<file path="src/rtl/count_monitor.sv">
// Sequence monitor for a 4-bit counter: match/wrap pulses, saturating wrap count.
// Optional step checker (ERR state, seq_err) enabled by defining COUNT_MON_SEQ_CHECK_EN.
module count_monitor #(
  parameter int unsigned WRAP_W = 8
) (
  input  logic              clk,
  input  logic              reset,
  input  logic [3:0]        q_in,
  input  logic [3:0]        match_val,
  input  logic              clr,
  output logic              match_pulse,
  output logic              wrap_pulse,
  output logic [WRAP_W-1:0] wrap_cnt,
  output logic              wrap_sat,
  output logic              seq_err,
  output logic [1:0]        state
);

  typedef enum logic [1:0] {
    ST_INIT  = 2'b00,
    ST_TRACK = 2'b01,
    ST_ERR   = 2'b10
  } state_e;

  state_e              state_q, state_d;
  logic [3:0]          prev_q, prev_d;
  logic                match_q, match_d;
  logic                wrap_q, wrap_d;
  logic [WRAP_W-1:0]   wrap_cnt_q, wrap_cnt_d;
  logic                wrap_sat_q, wrap_sat_d;
  logic                wrap_det, match_det;

`ifdef COUNT_MON_SEQ_CHECK_EN
  logic                seq_err_q, seq_err_d;
  logic [3:0]          prev_inc;
  logic                step_ok;

  assign prev_inc = prev_q + 4'd1;
  assign step_ok  = (q_in == prev_q) || (q_in == prev_inc);
`endif

  always_comb begin
    prev_d     = q_in;
    state_d    = state_q;
    match_d    = 1'b0;
    wrap_d     = 1'b0;
    wrap_cnt_d = wrap_cnt_q;
`ifdef COUNT_MON_SEQ_CHECK_EN
    seq_err_d  = seq_err_q;
`endif
    wrap_det   = (state_q != ST_INIT) && (prev_q == 4'hF) && (q_in == 4'h0);
    match_det  = (q_in == match_val) && ((prev_q != match_val) || (state_q == ST_INIT));

    if (clr) begin
      state_d    = ST_INIT;
      wrap_cnt_d = '0;
`ifdef COUNT_MON_SEQ_CHECK_EN
      seq_err_d  = 1'b0;
`endif
    end else begin
      match_d = match_det;
      wrap_d  = wrap_det;
      if (wrap_det && (wrap_cnt_q != '1)) begin
        wrap_cnt_d = wrap_cnt_q + WRAP_W'(1);
      end
      case (state_q)
        ST_INIT: state_d = ST_TRACK;
        ST_TRACK: begin
`ifdef COUNT_MON_SEQ_CHECK_EN
          if (!step_ok) begin
            state_d   = ST_ERR;
            seq_err_d = 1'b1;
          end
`endif
        end
        default: state_d = state_q;
      endcase
    end

    // Saturation flag tracks the next count so both update on the same edge.
    wrap_sat_d = (wrap_cnt_d == '1);
  end

  always_ff @(posedge clk or negedge reset) begin
    if (!reset) begin
      state_q    <= ST_INIT;
      prev_q     <= '0;
      match_q    <= 1'b0;
      wrap_q     <= 1'b0;
      wrap_cnt_q <= '0;
      wrap_sat_q <= 1'b0;
    end else begin
      state_q    <= state_d;
      prev_q     <= prev_d;
      match_q    <= match_d;
      wrap_q     <= wrap_d;
      wrap_cnt_q <= wrap_cnt_d;
      wrap_sat_q <= wrap_sat_d;
    end
  end

`ifdef COUNT_MON_SEQ_CHECK_EN
  always_ff @(posedge clk or negedge reset) begin
    if (!reset) begin
      seq_err_q <= 1'b0;
    end else begin
      seq_err_q <= seq_err_d;
    end
  end

  assign seq_err = seq_err_q;
`else
  assign seq_err = 1'b0;
`endif

  assign match_pulse = match_q;
  assign wrap_pulse  = wrap_q;
  assign wrap_cnt    = wrap_cnt_q;
  assign wrap_sat    = wrap_sat_q;
  assign state       = state_q;

endmodule

</file>
<file path="config.mk">
export PLATFORM = sky130hd
export DESIGN_NAME = count_monitor
export DESIGN_NICKNAME = d
export VERILOG_FILES = /design/src/rtl/count_monitor.sv
export SDC_FILE = /design/constraint.sdc
export NUM_CORES = 1
export LEC_CHECK = 0
export ABC_AREA = 0
export CAP_MARGIN = 5
export CELL_PAD_IN_SITES_DETAIL_PLACEMENT = 0
export CELL_PAD_IN_SITES_GLOBAL_PLACEMENT = 1
export CORE_ASPECT_RATIO = 1.5
export CORE_MARGIN = 4
export CORE_UTILIZATION = 31
export DETAILED_ROUTE_END_ITERATION = 12
export PLACE_DENSITY = 0.72
export SLEW_MARGIN = 20
export SYNTH_ARGS = -nofsm -noshare
export SYNTH_HDL_FRONTEND = slang
export SYNTH_SLANG_ARGS = --single-unit
</file>
<file path="constraint.sdc">
create_clock -name clk -period 2 [get_ports clk]
set_input_delay 0.6 -clock clk [delete_from_list [all_inputs] [get_ports clk]]
set_output_delay 0.6 -clock clk [all_outputs]
set_load 0.1 [all_outputs]
</file>
==> summary.md <==
| Metric | Value |
|---|---|
| Avg Cell Area, Syn | 10.1 sq um |
| Clk Latency, worst-skew pair | 0.26 ns |
| CP required | 2.17 ns |
| Avg WL per Cell | 14.7 microns |
| TritonRoute pass-1 iters | 4 |
| Hold WC Path Type | flip-flop to flip-flop |
| Gate power share | 0.167 |
| Worst Path Arrival | 2.07 ns |
| Max Fanout on Critical Path | 2 |
| Vias/cell | 5.03 |
| Total GRT Usage | 0.151 |
| Clk buf depth | 2 |
| Worst path max stage delay | 0.25 ns |
| Top cell type by total area after synthesis | dfrtp_1 |
| # hold bufs at CTS | 0 |
| TritonCTS clock tree | yes |
| Worst setup EP type | flip-flop |
| Die area | 0.00376 sq mm |
| CP top delay family | buffers and inverters |
| Sequential fraction of the synthesis area | 0.457 |
| Worst VDD drop | 0.344 mV |
| Final period demand of the worst path | 1.90 ns |
| Max Slew Vio Count | 0 |
| Row count | 23 |
| Initial drt markers | 46 |
| CTS HTree Levels | 1 |
| Starting density of the core | 0.324 |
| Mapped Cells | 87 |
| Max Clock Skew | 0.00540 ns |
| Antenna violations before repair | 0 |
| Post-route setup slack | 0.0991 ns |
| Port Buffer Count | 22 |
| Simple-gate portion of the synthesized area | 0.233 |
| Sw Share | 0.275 |
| Worst path bufs/invs | 6 |
| Hold Vio Cnt, Final | 0 |
| Largest family of logic cells by synthesized area | simple AND/OR/NAND/NOR gates |
| Core region area | 0.00271 sq mm |
| Post-placement setup slack | -0.503 ns |
| Slowest stage cell, crit path | nor4_2 |
| Max Cap Violations | 0 |
| Critical Path Source Type | primary input |
| Yosys cell types | 38 |
| Most frequent cell on the critical path | buf_4 |
| CP Depth | 11 |
| Hold Crit Depth | 1 |
| Mux cell area share after synthesis | 0 |
| Die Height | 73.1 microns |
| Die X | 51.4 microns |
| ANT cells | 0 |
| LEAKAGE | 0.000661 uW |
| Achievable Freq | 526 MHz |
| Share of flip-flops with an asynchronous set or reset | 1.00 |
| Final HPWL from detailed placement | 1860 microns |
| Share of cells above drive strength 1 | 0.511 |
| Fin crit share | 0.950 |
| Clk sinks | 16 |
| Via count | 886 |
| FILL cells | 246 |
| Cells after DPL | 159 |
| CTS Root Cell | clkbuf_8 |
| Commonest cells post-synth | dfrtp_1, nor2_1, xor2_1 |
| Synthesized area | 876 sq um |
| Status | completed |
| Vias in the first global route | 939 |
| Power per Cell Area | 457 mW/mm^2 |
| Placed cell area | 0.00142 sq mm |
| Min Hold Slack | 0.583 ns |
| TritonCTS Buffers | 3 |
| Flop pwr share | 0.464 |
| # setup viols final | 0 |
| First-pass GRT wire length | 4240 microns |
| Critical path type | primary input to flip-flop |
| Layout area overhead | 81.0% |
| # IOs | 25 |
| Final instance area | 0.00159 sq mm |
| Antenna-violating nets left | 0 |
| Yosys warnings | 0 |
| P_int | 525 uW |
| Residual DRC | 0 |
| Top cells by area, synth | dfrtp_1, xor2_1, nor2_1 |
| Routability-driven placement congestion ratio | 0.787 |
| Top_reg_cell synth | dfrtp_1 |
| Compound-Gate Fraction of Synth Area | 0.159 |
| Reg2Reg Depth | 5 |
| Psw | 199 uW |
| DRT Wirelength | 2600 microns |
| Synthesized flop and latch total | 16 |
| Post-synth EDFFs | 0 |
| Nets | 152 |
| Non-Filler Instances | 176 |
| Cell with the most instances after synthesis | dfrtp_1 |
| Largest net degree at the start of global routing | 17 |
| Clk pwr share | 0.369 |
| Critical path cell sequence | buf_2 -> nor2_4 -> buf_4 -> buf_4 -> buf_4 -> buf_4 -> buf_4 -> and4_1 -> a21o_1 -> o211ai_1 -> nor4_2 |
| Worst-path clk slew | 0.07 ns |
| Adder-cell share of the synthesized area | 0.0143 |
| Total gr overflow | 0 |
| Share of the synthesized area in the top cell type | 0.457 |
| Xor and xnor area share after synthesis | 0.0900 |
-- repair_timing --
item | 4_1_cts | 5_1_grt
setup buffers | 12 | 1
pin swaps | 7 | 2
gates resized for setup | 20 | 8
setup endpoints to repair | 2 | 1
-- sequential cells by signal, summed over array words and instances (netlist names) --
| register | flops |
|---|---|
| match_pulse | 1 |
| prev_q | 4 |
| state | 1 |
| wrap_cnt | 8 |
| wrap_pulse | 1 |
| wrap_sat | 1 |
-- final timing paths --
path	start	end	slack (ns)
worst max-delay path	q_in[1]	wrap_sat$_DFF_PN0_	0.1
worst min-delay path	state[0]$_DFFE_PN0P_	match_pulse$_DFF_PN0_	0.58
worst max register to register	prev_q[3]$_DFF_PN0_	wrap_sat$_DFF_PN0_	0.11
worst min register to register	state[0]$_DFFE_PN0P_	match_pulse$_DFF_PN0_	0.58
max in group asynchronous	reset	wrap_cnt[0]$_DFF_PN0_	1.12
min in group asynchronous	reset	wrap_cnt[2]$_DFF_PN0_	0.66
-- layer usage --
metal,global-route usage,vias up,part of all wire
met5,0,-,0
met3,0.0204,5,0.044
met1,0.155,435,0.37
met2,0.290,34,0.57
met4,0.0700,0,0.020
li1,-,412,-
-- kinds of logic after synthesis --
family	Yosys count
AOI/OAI and AO/OA	19
other	1
and+or+nand+nor	33
buffers and inverters	8
xor gates and xnor gates	9
adders and majority gates	1
DFF	16
-- power groups by stage --
stage / Clock [uW] / Combinational (uW) / Sequential [uW]
floorplan: 0 / 38.5 / 352
global placement: 0 / 103 / 341
detailed placement: 0 / 104 / 341
CTS: 267 / 118 / 335
global route: 287 / 128 / 336
finish: 268 / 121 / 336
-- cell type report --
type | count | area, sq um | share of cell area
Clock buffer | 4 | 45.0 | 0.0284
Inverter | 3 | 11.3 | 0.00710
Multi-Input combinational cell | 64 | 507 | 0.320
Sequential cell | 16 | 427 | 0.269
Tap cell | 37 | 46.3 | 0.0292
Timing Repair Buffer | 52 | 549 | 0.346
-- through the flow --
step	util	setup TNS, ns	total power [uW]
after floorplan	-	-0.102	390
after global placement	0.523	-1.24	444
after detailed placement	0.523	-1.73	445
after CTS	0.576	0	720
after global routing	0.586	-0.0182	751
final	0.586	0	724
-- placed cells by master (no fill, tap or decap), types with 2 or more instances in the layout --
cell type,count
xor2_1,6
o31ai_1,2
inv_1,3
or4_4,2
and4_1,2
clkdlybuf4s50_1,6
buf_2,4
o21a_1,3
nor3b_1,2
dfrtp_1,7
dfrtp_4,6
xnor2_1,3
nor2_4,2
buf_12,12
clkbuf_8,3
nor3_1,3
nor2_1,5
conb_1,2
dfrtp_2,3
a21oi_1,4
buf_4,29
nand2_1,5
No activity file was read; power rests on OpenSTA's default activity.
